File: config.mk
export PLATFORM = sky130hd
export DESIGN_NAME = arm_shifter_pipe_flat
export DESIGN_NICKNAME = d
export VERILOG_FILES = /design/src/rtl/arm_shifter_pipe_if.sv /design/src/rtl/arm_shifter_pipe.sv /design/src/flat_wrapper.sv
export SDC_FILE = /design/constraint.sdc
export NUM_CORES = 1
export LEC_CHECK = 0
export BUFFER_PORTS_ARGS = -buffer_cell sky130_fd_sc_hd__buf_2
export CAP_MARGIN = 10
export CORE_AREA = 2 2 157 159
export DETAILED_ROUTE_END_ITERATION = 7
export DIE_AREA = 0 0 159 161
export PLACE_DENSITY = 0.64
export SYNTH_ARGS = -nofsm -noshare
export SYNTH_HDL_FRONTEND = slang
export SYNTH_SLANG_ARGS = --single-unit
File: constraint.sdc
create_clock -name clk -period 5.2 [get_ports clk]
set_input_delay 1.04 -clock clk [delete_from_list [all_inputs] [get_ports clk]]
set_output_delay 1.04 -clock clk [all_outputs]
set_load 0.02 [all_outputs]
File: src/rtl/arm_shifter_pipe_if.sv
// Handshake and data bundle for the ARM barrel-shifter pipeline.
// The master drives an operation in and accepts the result; the slave
// (the shifter itself) does the reverse.
interface arm_shifter_pipe_if #(
    parameter int WIDTH = 32,
    parameter int TAG_W = 4
);
    // Upstream: operation request
    logic             in_valid;
    logic             in_ready;
    logic [1:0]       shift_type;
    logic             imm_mode;
    logic [7:0]       amt;
    logic [WIDTH-1:0] rm;
    logic             carry_in;
    logic [TAG_W-1:0] tag_in;

    // Downstream: shifted operand toward the ALU
    logic             out_valid;
    logic             out_ready;
    logic [WIDTH-1:0] result;
    logic             carry_out;
    logic [TAG_W-1:0] tag_out;

    modport master (
        output in_valid, shift_type, imm_mode, amt, rm, carry_in, tag_in,
        output out_ready,
        input  in_ready,
        input  out_valid, result, carry_out, tag_out
    );

    modport slave (
        input  in_valid, shift_type, imm_mode, amt, rm, carry_in, tag_in,
        input  out_ready,
        output in_ready,
        output out_valid, result, carry_out, tag_out
    );
endinterface

File: src/rtl/arm_shifter_pipe.sv
// Two-stage ARM data-processing barrel shifter (LSL/LSR/ASR/ROR/RRX).
// S1 folds the ARM amount/encoding corner cases into an effective op and a
// clamped amount so that S2 is a plain shift with no special cases beyond
// op selection. Valid/ready on both sides; the tag rides along unchanged.
module arm_shifter_pipe #(
    parameter int WIDTH = 32,
    parameter int TAG_W = 4
) (
    input  logic                clk,
    input  logic                reset,
    arm_shifter_pipe_if.slave   bus
);

    localparam int LW = $clog2(WIDTH);      // bits of an immediate amount
    localparam int AW = $clog2(WIDTH + 2);  // holds an amount of 0..WIDTH+1

    localparam logic [8:0]  N_W     = 9'(WIDTH);
    localparam logic [AW-1:0] AMT_W   = AW'(WIDTH);
    localparam logic [AW-1:0] AMT_WP1 = AW'(WIDTH + 1);
    localparam logic [AW:0]   ROT_W   = (AW + 1)'(WIDTH);

    // Effective operation after normalisation
    typedef enum logic [2:0] {
        OP_PASS = 3'd0,   // result = rm, carry = carry_in
        OP_LSL  = 3'd1,
        OP_LSR  = 3'd2,
        OP_ASR  = 3'd3,
        OP_ROR  = 3'd4,
        OP_RRX  = 3'd5
    } op_e;

    // ------------------------------------------------------------------
    // Stage registers
    // ------------------------------------------------------------------
    logic             s1_valid_q, s1_valid_d;
    op_e              s1_op_q,    s1_op_d;
    logic [AW-1:0]    s1_amt_q,   s1_amt_d;
    logic [WIDTH-1:0] s1_rm_q,    s1_rm_d;
    logic             s1_cin_q,   s1_cin_d;
    logic [TAG_W-1:0] s1_tag_q,   s1_tag_d;

    logic             out_valid_q, out_valid_d;
    logic [WIDTH-1:0] result_q,    result_d;
    logic             carry_q,     carry_d;
    logic [TAG_W-1:0] tag_q,       tag_d;

    // ------------------------------------------------------------------
    // Combinational intermediates
    // ------------------------------------------------------------------
    logic             s2_load_s;
    logic             in_ready_s;
    logic             in_fire_s;

    logic [8:0]       n_s;          // raw amount, zero-extended
    logic [LW-1:0]    rot_s;        // n mod WIDTH
    op_e              norm_op_s;
    logic [AW-1:0]    norm_amt_s;

    logic [WIDTH:0]   lsl_s;        // {carry, result}
    logic [WIDTH:0]   lsr_s;        // {result, carry}
    logic [WIDTH:0]   asr_s;        // {result, carry}
    logic [AW:0]      ror_lsh_s;
    logic [WIDTH-1:0] ror_s;
    logic [WIDTH-1:0] shift_res_s;
    logic             shift_c_s;

    // Handshake: S2 refills when empty or draining; S1 refills when S2 takes its content
    always_comb begin
        s2_load_s  = !out_valid_q || bus.out_ready;
        in_ready_s = !s1_valid_q || s2_load_s;
        in_fire_s  = bus.in_valid && in_ready_s;
    end

    // Normalise: map ARM amount encodings to an effective op and a clamped amount
    always_comb begin
        norm_op_s  = OP_PASS;
        norm_amt_s = {AW{1'b0}};
        if (bus.imm_mode) begin
            n_s = 9'(bus.amt[LW-1:0]);
        end else begin
            n_s = {1'b0, bus.amt};
        end
        rot_s = n_s[LW-1:0];

        if (n_s == 9'd0) begin
            if (bus.imm_mode) begin
                // Immediate #0 encodes special cases for LSR/ASR/ROR
                case (bus.shift_type)
                    2'b00: begin
                        norm_op_s  = OP_PASS;
                        norm_amt_s = {AW{1'b0}};
                    end
                    2'b01: begin
                        norm_op_s  = OP_LSR;
                        norm_amt_s = AMT_W;
                    end
                    2'b10: begin
                        norm_op_s  = OP_ASR;
                        norm_amt_s = AMT_W;
                    end
                    2'b11: begin
                        norm_op_s  = OP_RRX;
                        norm_amt_s = {AW{1'b0}};
                    end
                    default: begin
                        norm_op_s  = OP_PASS;
                        norm_amt_s = {AW{1'b0}};
                    end
                endcase
            end else begin
                // Register amount of zero leaves operand and flag untouched
                norm_op_s  = OP_PASS;
                norm_amt_s = {AW{1'b0}};
            end
        end else begin
            case (bus.shift_type)
                2'b00: begin
                    // Anything beyond WIDTH+1 behaves like WIDTH+1 (all zero, C=0)
                    norm_op_s = OP_LSL;
                    if (n_s > N_W) begin
                        norm_amt_s = AMT_WP1;
                    end else begin
                        norm_amt_s = AW'(n_s);
                    end
                end
                2'b01: begin
                    norm_op_s = OP_LSR;
                    if (n_s > N_W) begin
                        norm_amt_s = AMT_WP1;
                    end else begin
                        norm_amt_s = AW'(n_s);
                    end
                end
                2'b10: begin
                    // ASR saturates at WIDTH: every bit becomes the sign
                    norm_op_s = OP_ASR;
                    if (n_s >= N_W) begin
                        norm_amt_s = AMT_W;
                    end else begin
                        norm_amt_s = AW'(n_s);
                    end
                end
                2'b11: begin
                    // A nonzero multiple of WIDTH rotates fully: rm back, C = rm[MSB]
                    norm_op_s = OP_ROR;
                    if (rot_s == {LW{1'b0}}) begin
                        norm_amt_s = AMT_W;
                    end else begin
                        norm_amt_s = AW'(rot_s);
                    end
                end
                default: begin
                    norm_op_s  = OP_PASS;
                    norm_amt_s = {AW{1'b0}};
                end
            endcase
        end
    end

    // S1 next state: capture a normalised operation on input accept
    always_comb begin
        if (in_ready_s) begin
            s1_valid_d = bus.in_valid;
        end else begin
            s1_valid_d = s1_valid_q;
        end
        if (in_fire_s) begin
            s1_op_d  = norm_op_s;
            s1_amt_d = norm_amt_s;
            s1_rm_d  = bus.rm;
            s1_cin_d = bus.carry_in;
            s1_tag_d = bus.tag_in;
        end else begin
            s1_op_d  = s1_op_q;
            s1_amt_d = s1_amt_q;
            s1_rm_d  = s1_rm_q;
            s1_cin_d = s1_cin_q;
            s1_tag_d = s1_tag_q;
        end
    end

    // Shift datapath: amounts are already clamped, so each op is one shifter
    always_comb begin
        lsl_s     = {1'b0, s1_rm_q} << s1_amt_q;
        lsr_s     = {s1_rm_q, 1'b0} >> s1_amt_q;
        asr_s     = $unsigned($signed({s1_rm_q, 1'b0}) >>> s1_amt_q);
        ror_lsh_s = ROT_W - {1'b0, s1_amt_q};
        ror_s     = (s1_rm_q >> s1_amt_q) | (s1_rm_q << ror_lsh_s);

        case (s1_op_q)
            OP_LSL: begin
                shift_res_s = lsl_s[WIDTH-1:0];
                shift_c_s   = lsl_s[WIDTH];
            end
            OP_LSR: begin
                shift_res_s = lsr_s[WIDTH:1];
                shift_c_s   = lsr_s[0];
            end
            OP_ASR: begin
                shift_res_s = asr_s[WIDTH:1];
                shift_c_s   = asr_s[0];
            end
            OP_ROR: begin
                // Carry is the last bit rotated out, which lands in the MSB
                shift_res_s = ror_s;
                shift_c_s   = ror_s[WIDTH-1];
            end
            OP_RRX: begin
                shift_res_s = {s1_cin_q, s1_rm_q[WIDTH-1:1]};
                shift_c_s   = s1_rm_q[0];
            end
            OP_PASS: begin
                shift_res_s = s1_rm_q;
                shift_c_s   = s1_cin_q;
            end
            default: begin
                shift_res_s = s1_rm_q;
                shift_c_s   = s1_cin_q;
            end
        endcase
    end

    // S2 next state: outputs only move when S2 loads, so a stalled result holds
    always_comb begin
        if (s2_load_s) begin
            out_valid_d = s1_valid_q;
        end else begin
            out_valid_d = out_valid_q;
        end
        if (s2_load_s && s1_valid_q) begin
            result_d = shift_res_s;
            carry_d  = shift_c_s;
            tag_d    = s1_tag_q;
        end else begin
            result_d = result_q;
            carry_d  = carry_q;
            tag_d    = tag_q;
        end
    end

    // Pipeline registers with synchronous reset discarding any in-flight op
    always_ff @(posedge clk) begin
        if (reset) begin
            s1_valid_q  <= 1'b0;
            s1_op_q     <= OP_PASS;
            s1_amt_q    <= {AW{1'b0}};
            s1_rm_q     <= {WIDTH{1'b0}};
            s1_cin_q    <= 1'b0;
            s1_tag_q    <= {TAG_W{1'b0}};
            out_valid_q <= 1'b0;
            result_q    <= {WIDTH{1'b0}};
            carry_q     <= 1'b0;
            tag_q       <= {TAG_W{1'b0}};
        end else begin
            s1_valid_q  <= s1_valid_d;
            s1_op_q     <= s1_op_d;
            s1_amt_q    <= s1_amt_d;
            s1_rm_q     <= s1_rm_d;
            s1_cin_q    <= s1_cin_d;
            s1_tag_q    <= s1_tag_d;
            out_valid_q <= out_valid_d;
            result_q    <= result_d;
            carry_q     <= carry_d;
            tag_q       <= tag_d;
        end
    end

    assign bus.in_ready  = in_ready_s;
    assign bus.out_valid = out_valid_q;
    assign bus.result    = result_q;
    assign bus.carry_out = carry_q;
    assign bus.tag_out   = tag_q;

endmodule

File: src/flat_wrapper.sv
// flat-port wrapper written by rule: the top's interface ports become plain ports
module arm_shifter_pipe_flat 
#(
    parameter int WIDTH = 32,
    parameter int TAG_W = 4
)
  (clk, reset, bus_in_valid, bus_shift_type, bus_imm_mode, bus_amt, bus_rm, bus_carry_in, bus_tag_in, bus_out_ready, bus_in_ready, bus_out_valid, bus_result, bus_carry_out, bus_tag_out);
  arm_shifter_pipe_if #(.WIDTH(WIDTH), .TAG_W(TAG_W)) bus_i ();
  input  logic clk;
  input  logic reset;
  input wire logic [$bits(bus_i.in_valid)-1:0] bus_in_valid;
  input wire logic [$bits(bus_i.shift_type)-1:0] bus_shift_type;
  input wire logic [$bits(bus_i.imm_mode)-1:0] bus_imm_mode;
  input wire logic [$bits(bus_i.amt)-1:0] bus_amt;
  input wire logic [$bits(bus_i.rm)-1:0] bus_rm;
  input wire logic [$bits(bus_i.carry_in)-1:0] bus_carry_in;
  input wire logic [$bits(bus_i.tag_in)-1:0] bus_tag_in;
  input wire logic [$bits(bus_i.out_ready)-1:0] bus_out_ready;
  output wire logic [$bits(bus_i.in_ready)-1:0] bus_in_ready;
  output wire logic [$bits(bus_i.out_valid)-1:0] bus_out_valid;
  output wire logic [$bits(bus_i.result)-1:0] bus_result;
  output wire logic [$bits(bus_i.carry_out)-1:0] bus_carry_out;
  output wire logic [$bits(bus_i.tag_out)-1:0] bus_tag_out;
  assign bus_i.in_valid = bus_in_valid;
  assign bus_i.shift_type = bus_shift_type;
  assign bus_i.imm_mode = bus_imm_mode;
  assign bus_i.amt = bus_amt;
  assign bus_i.rm = bus_rm;
  assign bus_i.carry_in = bus_carry_in;
  assign bus_i.tag_in = bus_tag_in;
  assign bus_i.out_ready = bus_out_ready;
  assign bus_in_ready = bus_i.in_ready;
  assign bus_out_valid = bus_i.out_valid;
  assign bus_result = bus_i.result;
  assign bus_carry_out = bus_i.carry_out;
  assign bus_tag_out = bus_i.tag_out;
  arm_shifter_pipe #(.WIDTH(WIDTH), .TAG_W(TAG_W)) u_core (.clk(clk), .reset(reset), .bus(bus_i));
endmodule
==> flow_metrics.env, run 1 <==
export IMPL_outcome="completed"
export IMPL_cts_buffers=9
export IMPL_post_synth_top_count_cell="nand2_1"
export IMPL_die_h_um=161
export IMPL_cts_clk_slew_worst_paths_ps=80
export IMPL_gp_congestion=1.12
export IMPL_synth_ff_type="dfxtp_1"
export IMPL_p_seq_share_pct=31.3
export IMPL_grt_util_all_layers_pct=43.7
export IMPL_wl_um=57100
export IMPL_syn_avg_cell_area_sq_um=7.82
export IMPL_drive_above_1_share_pct=21.8
export IMPL_fin_skew_ps=13.7
export IMPL_synth_top_area_share_pct=16.1
export IMPL_worst_ir_drop_vdd_uv=119
export IMPL_drtIter0Drc=1815
export IMPL_dp_hpwl_um=40700
export IMPL_placed_cell_area_sq_um=10900
export IMPL_synth_compound_area_share_pct=26.2
export IMPL_synthSimpleGateAreaFrac_pct=19.7
export IMPL_min_from="u_core.s1_tag_q[3]"
export IMPL_synthXorXnorAreaFrac_pct=0.641
export IMPL_clk_path_buf_depth=2
export IMPL_swShare_pct=45.4
export IMPL_combPwrFrac_pct=42.7
export IMPL_synth_net_count=1404
export IMPL_drc_errors=0
export IMPL_synth_distinct_cells=85
export IMPL_regToRegSetupSlack_ps=1310
export IMPL_cts_tree="done"
export IMPL_ctsResizeCount=0
export IMPL_dieArea_sq_um=25600
export IMPL_grt_ovfl_total=0
export IMPL_fp_coreArea_sq_um=24000
export IMPL_power_density_nw_per_um2=235
export IMPL_path_max_fanout=13
export IMPL_synth_edf_count=0
export IMPL_synthArstFlopShare_pct=0
export IMPL_layout_worst_path_cycle_share_pct=74.8
export IMPL_antenna_found_initial=3
export IMPL_initial_utilization_pct=44.0
export IMPL_p_clk_share_pct=26.0
export IMPL_yosys_warnings=0
export IMPL_first_pass_iters=6
export IMPL_syn_cell_area_sq_um=10500
export IMPL_muxShareOfSynthArea_pct=29.2
export IMPL_slowest_stage="or4b_1"
export IMPL_numClockSinks=85
export IMPL_vias=12159
export IMPL_detail_route_vias_per_cell=7.34
export IMPL_use_met1_pct=56.9
export IMPL_final_cell_area_sq_um=11200
export IMPL_grt_max_degree=106
export IMPL_synthTopCellsByCount="201 x nand2_1, 121 x nor2_1, 112 x a21oi_1"
export IMPL_worst_r2r_endpoint="u_core.bus.result[6]"
export IMPL_synth_top_area_cell="dfxtp_1"
export IMPL_rsz0062_at_grt="false"
export IMPL_crit_chain="inv_1, ha_1, or4b_1, nor3_1, o21ai_1, nor2_1, a21oi_1, a211oi_1"
export IMPL_use_met3_pct=12.5
export IMPL_period_minus_slack_ps=3890
export IMPL_leakage_nw=3.99
export IMPL_worstSetupPathType="flop to flop"
export IMPL_reg2reg_depth=8
export IMPL_final_setup_tns_ps=0
export IMPL_die_x_um=159
export IMPL_synthTopCellsByArea="dfxtp_1 16%, mux4_2 15%, mux2i_1 8.3%, nand2_1 7.2%, a21oi_1 5.3%"
export IMPL_hold_class="flop to flop"
export IMPL_antenna_cells=0
export IMPL_r2r_start="u_core.s1_amt_q[1]"
export IMPL_grt_pass1_vias=11179
export IMPL_area_growth_pct=6.56
export IMPL_slowest_delay_ps=680
export IMPL_grt_pass1_wl_um=81700
export IMPL_hold_buffers=0
export IMPL_hold_path_end="u_core.bus.tag_out[3]"
export IMPL_post_cts_buffers=0
export IMPL_finalHoldViolCount=0
export IMPL_hold_depth=2
export IMPL_required_ps=5470
export IMPL_route_antenna_remaining_nets=0
export IMPL_port_buffers=90
export IMPL_rows=57
export IMPL_wl_per_cell_um=34.5
export IMPL_synth_seq_cells=85
export IMPL_clock_fmax_ghz=0.257
export IMPL_relSlewSlack_pct=17.9
export IMPL_intPower_w=0.00144
export IMPL_grt_busiest_layer="met2"
export IMPL_yosysSeqAreaShare_pct=16.1
export IMPL_h_tree_depth=3
export IMPL_slew_viol_final=0
export IMPL_synth_top_family_by_area="multiplexers"
export IMPL_layout_nets=1384
export IMPL_cp_arrival_ps=4170
export IMPL_synth_cells=1348
export IMPL_io_pins=91
export IMPL_setup_viol=0
export IMPL_cts_root_buf="clkbuf_16"
export IMPL_synth_fa_ha_area_share_pct=0.475
export IMPL_crit_path_end_kind="flop"
export IMPL_tightest_slew_ps=1220
export IMPL_grt_use_met2_pct=65.1
export IMPL_crit_path_start_kind="flop"
export IMPL_p_sw_w=0.00120
export IMPL_drv_cap=0
export IMPL_insertion_delay_ps=370
final cells by class:
cell class	count	area, sq um
clock buffers	11	253
clock inverters	5	42.5
fillers	2491	12700
inverters	13	48.8
multi-input cells	1093	8040
flip-flops and latches	85	1710
well taps	324	405
repair buffers	126	733
power groups by stage:
stage	clock, W	sequential [W]	combinational [W]
final	0.000686	0.000828	0.00113
after CTS	0.000695	0.000816	0.00109
after global placement	0	0.000830	0.00109
after global routing	0.000721	0.000823	0.00118
after detailed placement	0	0.000831	0.00108
after floorplan	0	0.000757	0.000753
routing by layer:
layer | wire length [um] | part of all wire [%] | up-vias
met3 | 7280 | 13 | 235
met5 | 29 | 0.051 | -
met2 | 23900 | 42 | 1024
met1 | 21700 | 38 | 5817
li1 | - | - | 5079
met4 | 4200 | 7.3 | 4
worst max path at each step:
stage	start	end	slack, ps
floorplan	u_core.s1_amt_q[0]	u_core.bus.result[14]	1640
global placement	u_core.s1_amt_q[1]	u_core.bus.result[8]	1480
detailed placement	u_core.s1_amt_q[1]	u_core.bus.result[8]	1480
CTS	u_core.s1_amt_q[1]	u_core.bus.result[8]	1420
global route	u_core.s1_amt_q[1]	u_core.bus.result[8]	1050
finish	u_core.s1_amt_q[1]	u_core.bus.result[6]	1310
logic make-up (layout without fill, tap and decap cells):
group / after synthesis / after routing
AOI/OAI and AO/OA: 406 / 406
adders and majority gates: 4 / 4
xor gates and xnor gates: 6 / 6
buffers and inverters: 170 / 155
DFF: 85 / 85
muxes: 209 / 209
and+or+nand+nor: 468 / 468
state kept, by name, summed over array words and instances (netlist names):
name                  count
u_core.s1_tag_q           4
u_core.bus.carry_out      1
u_core.s1_amt_q           6
u_core.bus.result        32
u_core.s1_cin_q           1
u_core.bus.tag_out        4
u_core.s1_valid_q         1
u_core.s1_rm_q           32
u_core.s1_op_q            3
u_core.bus.out_valid      1
worst max-delay path, delay by kind of cell, from the launching register on:
kind,cells,cell delay [ps]
flip-flops,1,350
AO/OA/AOI/OAI,3,940
buffers and inverters,1,420
AND/OR/NAND/NOR,3,1490
adder cells (fa/ha/maj),1,570
metrics by stage:
step / instances / setup WS [ps] / util (%) / hold WS [ps] / total power [W]
after CTS: 1657 / 1420 / 46.9 / 455 / 0.00260
final: 1657 / 1310 / 46.9 / 453 / 0.00264
after detailed placement: 1641 / 1480 / 45.7 / 445 / 0.00191
after global routing: 1657 / 1050 / 46.9 / 473 / 0.00272
after global placement: 1641 / 1480 / 45.7 / 438 / 0.00192
after floorplan: 1348 / 1640 / - / 432 / 0.00151
cells in the final DEF, fill, tap and decap left out, types with 9 or more instances in the layout:
master	synthesis	layout
a211o_1	9	9
a211oi_1	28	28
a21oi_1	112	112
a221oi_1	18	18
a22oi_1	12	12
a311oi_1	9	9
a31oi_1	12	12
and2_1	12	12
buf_2	31	90
buf_4	12	35
clkbuf_16	0	9
dfxtp_1	85	81
inv_1	9	9
mux2_2	47	47
mux2i_1	87	87
mux4_2	72	72
nand2_1	201	201
nand2b_1	11	11
nand3_1	23	23
nor2_1	121	120
nor3_1	45	45
nor4_1	14	14
o211ai_1	16	16
o21a_1	9	9
o21ai_0	63	63
o22ai_1	19	19
o31ai_1	10	10
(Power assumes the default switching activity.)
==> inputs of run 2 (changes only) <==
Settings changed: PLACE_DENSITY 0.64 to 0.66.
Clock period 5.2 ns to 3.3 ns, I/O delays scaled along.
==> flow_metrics.env, run 2 (synthesis gave the netlist of run 1 again) <==
export IMPL_dp_hpwl_um=45200
export IMPL_first_pass_iters=6
export IMPL_initial_utilization_pct=44.0
export IMPL_setup_viol=0
export IMPL_wl_um=59200
export IMPL_io_pins=91
export IMPL_met1Wirelength_um=21900
export IMPL_r2r_start="u_core.s1_amt_q[4]"
export IMPL_grt_max_degree=70
export IMPL_route_antenna_remaining_nets=0
export IMPL_crit_path_end_kind="flop"
export IMPL_hold_buffers=0
export IMPL_ctsResizeCount=0
export IMPL_slowest_stage="o311ai_0"
export IMPL_grt_util_all_layers_pct=45.5
export IMPL_cts_tree="done"
export IMPL_layout_nets=1502
export IMPL_dr_wl_met2_um=24100
export IMPL_ff_latch_area_sq_um=1710
export IMPL_multi_input_area_sq_um=8040
export IMPL_port_buffers=90
export IMPL_post_cts_buffers=0
export IMPL_drc_errors=0
export IMPL_worst_r2r_endpoint="u_core.bus.result[29]"
export IMPL_wl_met3_um=8340
export IMPL_area_growth_pct=15.4
export IMPL_h_tree_depth=3
export IMPL_crit_path_start="u_core.s1_amt_q[4]"
export IMPL_layout_worst_path_cycle_share_pct=98.7
export IMPL_hold_class="flop to flop"
export IMPL_reg2reg_depth=7
export IMPL_final_setup_tns_ps=0
export IMPL_regToRegSetupSlack_ps=40
export IMPL_wl_per_cell_um=33.4
export IMPL_drtIter0Drc=2196
export IMPL_worst_ir_drop_vdd_uv=221
export IMPL_power_density_nw_per_um2=357
export IMPL_gp_congestion=1.14
export IMPL_numClockSinks=85
export IMPL_drive_above_1_share_pct=28.1
export IMPL_detail_route_vias_per_cell=7.18
export IMPL_fp_coreArea_sq_um=24000
export IMPL_finalHoldViolCount=0
export IMPL_path_common_cell="buf_4"
export IMPL_slowest_delay_ps=760
export IMPL_top_layer="met4"
export IMPL_fill_cells=2367
export IMPL_slew_viol_final=0
export IMPL_dieArea_sq_um=25600
export IMPL_grt_pass1_vias=11771
export IMPL_vias=12737
export IMPL_fin_skew_ps=11.9
export IMPL_crit_chain="buf_4, or2_2, buf_4, or3_1, o311ai_0, o221ai_1, a31oi_1"
export IMPL_relSlewSlack_pct=27.0
export IMPL_clock_fmax_ghz=0.307
export IMPL_die_x_um=159
export IMPL_tightest_slew_ps=1090
export IMPL_antenna_found_initial=1
export IMPL_cts_root_buf="clkbuf_16"
export IMPL_grt_ovfl_total=0
export IMPL_insertion_delay_ps=370
export IMPL_cts_clk_slew_worst_paths_ps=70
export IMPL_required_ps=3590
export IMPL_die_h_um=161
export IMPL_worstSetupPathType="flop to flop"
export IMPL_rows=57
export IMPL_crit_path_start_kind="flop"
export IMPL_final_cell_mix="201 x nand2_1, 149 x buf_4, 120 x nor2_1, 112 x a21oi_1, 90 x buf_2"
export IMPL_leakage_nw=4.58
export IMPL_final_common_cell="nand2_1"
export IMPL_outcome="completed"
export IMPL_power_w=0.00434
export IMPL_crit_end="u_core.bus.result[29]"
export IMPL_clk_path_buf_depth=2
export IMPL_period_minus_slack_ps=3260
export IMPL_cp_arrival_ps=3550
export IMPL_cts_buffers=9
export IMPL_drv_cap=0
export IMPL_rsz0062_at_grt="false"
export IMPL_grt_pass1_wl_um=84800
export IMPL_path_max_fanout=13
==> run 2: cell count changes in the layout (fill, tap and decap cells not counted), sizes merged <==
cell and change:
clkinv -2, buf +118, diode +1
==> run 2: routing by layer <==
metal | up-vias | global-route usage [%]
met4 | 0 | 29.2
met3 | 268 | 13.6
met1 | 6069 | 59.0
met5 | - | 0.189
li1 | 5309 | -
met2 | 1091 | 66.2
==> run 2: worst min-delay path by stage <==
stage | startpoint | to | slack, ps | cells after the start
6_report | u_core.bus.tag_out[2] | u_core.bus.tag_out[2] | 450 | 2
5_1_grt | u_core.s1_tag_q[3] | u_core.bus.tag_out[3] | 470 | 2
4_1_cts | u_core.s1_tag_q[0] | u_core.bus.tag_out[0] | 450 | 2
3_5_place_dp | u_core.bus.tag_out[2] | u_core.bus.tag_out[2] | 450 | 2
3_3_place_gp | u_core.s1_tag_q[3] | u_core.bus.tag_out[3] | 440 | 2
2_1_floorplan | u_core.s1_tag_q[0] | u_core.bus.tag_out[0] | 430 | 2
==> run 2: stage by stage <==
step / util, % / hold WS, ps / setup slack, ps / cells / instance area, sq um
detailed placement: 49.6 / 446 / 238 / 1759 / 11900
global placement: 49.6 / 438 / 154 / 1759 / 11900
global route: 50.8 / 468 / 79.8 / 1773 / 12200
CTS: 50.8 / 453 / 220 / 1773 / 12200
floorplan: - / 432 / 0.617 / 1348 / 10600
finish: 50.8 / 454 / 41.6 / 1774 / 12200
==> run 2: layout make-up <==
cell class                      count  area share, %
Antenna cell                        1         0.0206
Clock buffer                       11           2.17
Clock inverter                      3          0.154
Inverter                           13          0.422
Multi-Input combinational cell   1093           66.1
Sequential cell                    85           14.1
Tap cell                          324           3.33
Timing Repair Buffer              244           13.7
==> run 2: critical path: cells and delay by family (launching register included) <==
| family | cells | cell delay (ps) |
|---|---|---|
| buf+inv | 2 | 450 |
| compound gates | 3 | 1400 |
| simple gates | 2 | 940 |
| flops | 1 | 390 |
==> run 2: report_power, final <==
part	total, W	internal [W]	leakage (nW)	switching [W]
sequential	0.00122	0.00109	0.701	0.000131
combinational	0.00204	0.000752	3.74	0.00129
clock	0.00108	0.000570	0.139	0.000511
total	0.00434	0.00241	4.58	0.00193
